**config.mk**
```make
export PLATFORM = sky130hd
export DESIGN_NAME = boot_loader
export DESIGN_NICKNAME = d
export VERILOG_FILES = /design/src/rtl/boot_loader.sv
export SDC_FILE = /design/constraint.sdc
export NUM_CORES = 1
export LEC_CHECK = 0
export CELL_PAD_IN_SITES_DETAIL_PLACEMENT = 0
export CELL_PAD_IN_SITES_GLOBAL_PLACEMENT = 1
export CORE_UTILIZATION = 40
export CTS_BUF_LIST = sky130_fd_sc_hd__clkbuf_4 sky130_fd_sc_hd__clkbuf_8 sky130_fd_sc_hd__clkbuf_16
export DETAILED_ROUTE_END_ITERATION = 8
export HOLD_SLACK_MARGIN = 0.06
export PLACE_DENSITY_LB_ADDON = 0.05
export SLEW_MARGIN = 25
export SYNTH_ARGS = -nofsm -noshare
export SYNTH_HDL_FRONTEND = slang
export SYNTH_SLANG_ARGS = --single-unit
```
**constraint.sdc**
```tcl
create_clock -name clk_i -period 3.8 [get_ports clk_i]
set_input_delay 0.76 -clock clk_i [delete_from_list [all_inputs] [get_ports clk_i]]
set_output_delay 0.76 -clock clk_i [all_outputs]
set_load 0.1 [all_outputs]
```
**src/rtl/boot_loader.sv**
```systemverilog
// boot_loader: copies PROG_LEN words from the boot ROM into RAM after reset,
// then raises boot_done so the CPU may take over the bus. A reboot_i pulse
// while done repeats the copy without a full reset.
//
// Optional feature: define BOOT_CHECKSUM_EN to accumulate a modulo-2^WORD_SIZE
// sum of the copied words and compare it with ROM[PROG_LEN] in a one-cycle
// CHECK state. A mismatch sets boot_err_o until the next reboot or reset.
//
// Ports:
//   clk_i        system clock, rising-edge active
//   rst_ni       asynchronous active-low reset
//   reboot_i     single-cycle copy request, honoured only in DONE
//   rom_addr_o   ROM read address (ROM is combinational)
//   rom_data_i   ROM read data
//   ram_addr_o   RAM write address
//   ram_wdata_o  RAM write data
//   ram_wr_en_o  RAM write strobe
//   boot_done_o  copy (and check) complete; CPU owns the bus
//   boot_busy_o  copy in progress (READ/WRITE/CHECK), registered
//   boot_err_o   checksum mismatch flag (0 when checksum is not built)
//
// state  | meaning
// -------+-------------------------------------------------
// READ   | present idx to ROM, capture word
// WRITE  | write captured word to RAM[idx], advance idx
// CHECK  | compare ROM[PROG_LEN] with running sum (optional)
// DONE   | bus released, wait for reboot_i

`ifndef WORD_SIZE
`define WORD_SIZE 8
`endif
`ifndef ADDR_SIZE
`define ADDR_SIZE 8
`endif

module boot_loader #(
  parameter int WORD_SIZE = `WORD_SIZE,
  parameter int ADDR_SIZE = `ADDR_SIZE,
  parameter int PROG_LEN  = 16
) (
  input  logic                 clk_i,
  input  logic                 rst_ni,
  input  logic                 reboot_i,
  output logic [ADDR_SIZE-1:0] rom_addr_o,
  input  logic [WORD_SIZE-1:0] rom_data_i,
  output logic [ADDR_SIZE-1:0] ram_addr_o,
  output logic [WORD_SIZE-1:0] ram_wdata_o,
  output logic                 ram_wr_en_o,
  output logic                 boot_done_o,
  output logic                 boot_busy_o,
  output logic                 boot_err_o
);

  typedef enum logic [1:0] {
    S_READ  = 2'd0,
    S_WRITE = 2'd1,
    S_CHECK = 2'd2,
    S_DONE  = 2'd3
  } state_e;

  localparam logic [ADDR_SIZE-1:0] LAST_IDX  = ADDR_SIZE'(PROG_LEN - 1);
  localparam logic [ADDR_SIZE-1:0] SUM_ADDR  = ADDR_SIZE'(PROG_LEN);

  state_e                 state_q, state_d;
  logic [ADDR_SIZE-1:0]   idx_q, idx_d;
  logic [WORD_SIZE-1:0]   data_q, data_d;
  // Last written address/data, so the RAM bus holds steady between writes.
  logic [ADDR_SIZE-1:0]   hold_addr_q, hold_addr_d;
  logic [WORD_SIZE-1:0]   hold_data_q, hold_data_d;
  logic                   busy_q, busy_d;
`ifdef BOOT_CHECKSUM_EN
  logic [WORD_SIZE-1:0]   sum_q, sum_d;
  logic                   err_q, err_d;
`endif

  always_ff @(posedge clk_i or negedge rst_ni) begin
    if (!rst_ni) begin
      state_q     <= S_READ;
      idx_q       <= '0;
      data_q      <= '0;
      hold_addr_q <= '0;
      hold_data_q <= '0;
      busy_q      <= 1'b0;
`ifdef BOOT_CHECKSUM_EN
      sum_q       <= '0;
      err_q       <= 1'b0;
`endif
    end else begin
      state_q     <= state_d;
      idx_q       <= idx_d;
      data_q      <= data_d;
      hold_addr_q <= hold_addr_d;
      hold_data_q <= hold_data_d;
      busy_q      <= busy_d;
`ifdef BOOT_CHECKSUM_EN
      sum_q       <= sum_d;
      err_q       <= err_d;
`endif
    end
  end

  always_comb begin
    state_d     = state_q;
    idx_d       = idx_q;
    data_d      = data_q;
    hold_addr_d = hold_addr_q;
    hold_data_d = hold_data_q;
`ifdef BOOT_CHECKSUM_EN
    sum_d       = sum_q;
    err_d       = err_q;
`endif
    rom_addr_o  = idx_q;
    ram_addr_o  = hold_addr_q;
    ram_wdata_o = hold_data_q;
    ram_wr_en_o = 1'b0;
    boot_done_o = 1'b0;

    case (state_q)
      S_READ: begin
        data_d  = rom_data_i;
`ifdef BOOT_CHECKSUM_EN
        sum_d   = sum_q + rom_data_i;
`endif
        state_d = S_WRITE;
      end
      S_WRITE: begin
        ram_addr_o  = idx_q;
        ram_wdata_o = data_q;
        ram_wr_en_o = 1'b1;
        hold_addr_d = idx_q;
        hold_data_d = data_q;
        if (idx_q == LAST_IDX) begin
`ifdef BOOT_CHECKSUM_EN
          state_d = S_CHECK;
`else
          state_d = S_DONE;
`endif
        end else begin
          idx_d   = idx_q + ADDR_SIZE'(1);
          state_d = S_READ;
        end
      end
`ifdef BOOT_CHECKSUM_EN
      S_CHECK: begin
        rom_addr_o = SUM_ADDR;
        if (rom_data_i != sum_q) err_d = 1'b1;
        state_d = S_DONE;
      end
`endif
      S_DONE: begin
        rom_addr_o  = '0;
        ram_addr_o  = '0;
        ram_wdata_o = '0;
        boot_done_o = 1'b1;
        if (reboot_i) begin
          idx_d   = '0;
`ifdef BOOT_CHECKSUM_EN
          sum_d   = '0;
          err_d   = 1'b0;
`endif
          state_d = S_READ;
        end
      end
      default: state_d = S_READ;
    endcase

    // Registered from the next state so busy and done never overlap.
    busy_d = (state_d != S_DONE);
  end

  assign boot_busy_o = busy_q;
`ifdef BOOT_CHECKSUM_EN
  assign boot_err_o = err_q;
`else
  assign boot_err_o = 1'b0;
`endif

endmodule

```
==> impl_results.md <==
* Outcome: finished clean
* Final instance area at about 0.0021 mm2
* CP dominant cell by count: buf_4
* Post-Synth Adder-Cell Area at less than 1%
* Yosys top cell area share at between 50% and 60%
* Post-DR vias/cell at approximately 4.9
* Max Root-Sink Buffers at 2
* Area leader, netlist: dfrtp_1
* Sequential element share of the synthesized area at 53.39%
* Routed Antenna Nets at 0
* Sequential power share at 53.4%
* DR DRC count at 0
* DR WL/cell at roughly 12 um
* Placed Area at just under 0.002 mm2
* Finished Layout Cells at between 200 and 300
* Clk slew on worst S/H paths at roughly 0.07 ns
* Leakage at approximately 0.95 nW
* Final Critical Period at ~2.9 ns
* Peak Freq at between 300 and 400 MHz
* Post-CTS Resized at 0
* WHS at approximately 0.50 ns
* Fin nets at ~220
* Post-Route WL at 3.178 mm
* Vias in the first global route at ~1200
* Die width at about 66 um
* CP Data Arrival Time at 2.11 ns
* Flops & latches, synth at 35
* Peak supply drop at roughly 0.26 mV
* WS Path Type: reg2out
* Sinks on Clock Net at 35
* Syn Area/Cell at approximately 9.5 um2
* Maxcap violations at 0
* GRT Util Overall at ~17%
* Total power at slightly above 700 uW
* Setup TNS at 0 ns
* Crit-path max cell delay at approximately 0.5 ns
* Setup slack after layout at roughly 0.93 ns
* Die H at ~66 um
* Syn nets at 184
* GPL Wtd Cong at about 0.76
* Tightest Pin Transition at 0.9631 ns
* # port buffers at 37
* CTS Root Cell: clkbuf_8
* Commonest non-fill, non-tap cell in the layout: o21ai_0
* Synth top area cells: dfrtp_1, o21ai_0, mux2_2
* Layout area overhead at 25.63%
* Syn Inst Count at 172
* Fin. max-slew vios at 0
* Core area at between 0.003 and 0.004 mm2
* Post-Synth XOR/XNOR Area at 0%
* Synth warn at 0
* H-tree depth at 2
* CP max-delay cell: nor2b_2
* First-pass GRT wire length at approximately 5.4 mm
* Mux cell area share after synthesis at under 10%
* 1st-iter DRT viols at 46
* Slew HR at between 30% and 40%
* Synth unique cells at 29
* Synthesized cell area at around 0.0016 mm2
* Number of cell rows at 22
* Ratio of cells with drive above 1 in the final layout at roughly a quarter
* Fin. Hold Viols at 0
* Crit end category: primary output
* Initial antenna violation count at 0
* Number of post-CTS setup repair buffers at 0
* RSZ-0062 raised after global routing: no
* CP startpoint kind: register
* Final cycle utilization of the critical path at 75.50%
* Num CTS Buffers at 5
* Largest net degree at the start of global routing at 36
* Die area at 0.004361 mm2
* Clock skew at around 0.0015 ns
* Worst-path cell chain: nor2b_2 -> buf_4 -> nand2_1 -> o21ai_0 -> buf_4
* ANT cells at 0
* Overflow after GRT at 0
* Via Count at 1263
* Ports at 39
* Initial DRT Pass Iterations at 4
* Dpl hpwl at roughly 2.3 mm
* # hold bufs at CTS at 0
* Largest family of logic cells by synthesized area: compound AO/OA/AOI/OAI gates
* Setup violators final at 0
* Starting Density at between 40% and 50%
* Hold crit path type: reg2reg
* Later-pin clock latency in the skew report at 0.28 ns
* Clk pwr share at between 30 and 40%
* Max FO, Critical Path at 21
* Required time of the critical path at 3.04 ns
* Power Dens Cells at between 300 and 400 mW/mm2
* Pre-CTS WS at around 1.2 ns
* Net Sw Frac at between 20 and 25%
* Final core occ at 54.25%
* CTS tree: done
* Commonest non-fill, non-tap cells in the layout: o21ai_0, dfrtp_1, buf_4
* Logic pwr share at 10.1%
* Internal power at ~540 uW
* Synth Area in Compound Gates at around 17%
* Placed Instances at 250
* Net switching power at 176.4 uW
* Post-synthesis simple-gate area fraction at between 10% and 20%
[synthesized netlist by cell type]
cell / instances
inv_1: 19
o31ai_1: 3
or4_2: 1
buf_4: 1
mux2_2: 8
conb_1: 1
o311ai_4: 1
ha_1: 1
or4_4: 1
nor2_1: 3
and3_1: 2
and2_2: 1
mux2i_1: 1
nand3b_1: 1
buf_6: 2
a31oi_1: 2
a21oi_1: 1
clkbuf_1: 5
nand3_1: 2
nand2b_1: 1
nand2_1: 24
and2_1: 7
o21ai_0: 43
dfrtp_1: 35
buf_1: 1
nor2b_1: 2
and4_2: 1
clkbuf_2: 1
nand4_1: 1
[critical path: cells and delay by family (launching register included)]
kind / cells / cell delay [ns]
DFF: 1 / 0.48
buffers and inverters: 2 / 0.65
AOI/OAI and AO/OA: 1 / 0.10
and+or+nand+nor: 2 / 0.59
[power groups by stage]
| stage | sequential (mW) | clock, mW | combinational (mW) |
|---|---|---|---|
| floorplan | 0.391 | 0 | 0.0475 |
| global placement | 0.391 | 0 | 0.0724 |
| detailed placement | 0.391 | 0 | 0.0738 |
| CTS | 0.384 | 0.275 | 0.0739 |
| global route | 0.385 | 0.289 | 0.0769 |
| finish | 0.384 | 0.263 | 0.0725 |
[cell families (layout without fill, tap and decap cells)]
group           Yosys count  in the layout
compound gates           50             50
fa+ha+maj                 1              1
buf+inv                  29             66
flops                    35             35
mux                       9              9
other cells               1              1
simple gates             47             47
[layer usage]
metal | track usage (%) | up-vias | wire length (um)
met5 | 0 | - | 0
met4 | 4.787 | 0 | 7
met3 | 5.172 | 2 | 131
met2 | 26.79 | 24 | 1507
met1 | 21.44 | 594 | 1532
li1 | - | 643 | -
[sequential cells by signal (all words and copies together), names as in the netlist]
name         cells
boot_busy_o      1
data_q           8
hold_addr_q      8
hold_data_q      8
idx_q            8
state_q          2
[final timing paths]
path | to | start | slack (ns) | cells after the start
max in group asynchronous | idx_q[0] | rst_ni | 2.59 | 2
min reg2reg | hold_data_q[4] | data_q[4] | 0.50 | 2
min | hold_data_q[4] | data_q[4] | 0.50 | 2
max reg2reg | idx_q[5] | state_q[1] | 1.85 | 4
min in group asynchronous | hold_data_q[2] | rst_ni | 0.88 | 2
max | ram_addr_o[3] | state_q[1] | 0.93 | 5
[cell type report]
| class | count | area (um2) |
|---|---|---|
| Tap cell | 48 | 60.06 |
| Multi-Input combinational cell | 108 | 638.1 |
| Fill cell | 357 | 1738 |
| Timing Repair Buffer | 40 | 327.8 |
| Clock inverter | 1 | 5.005 |
| Inverter | 19 | 71.32 |
| Sequential cell | 35 | 875.8 |
| Clock buffer | 6 | 82.58 |
No activity file was read; power rests on OpenSTA's default activity.
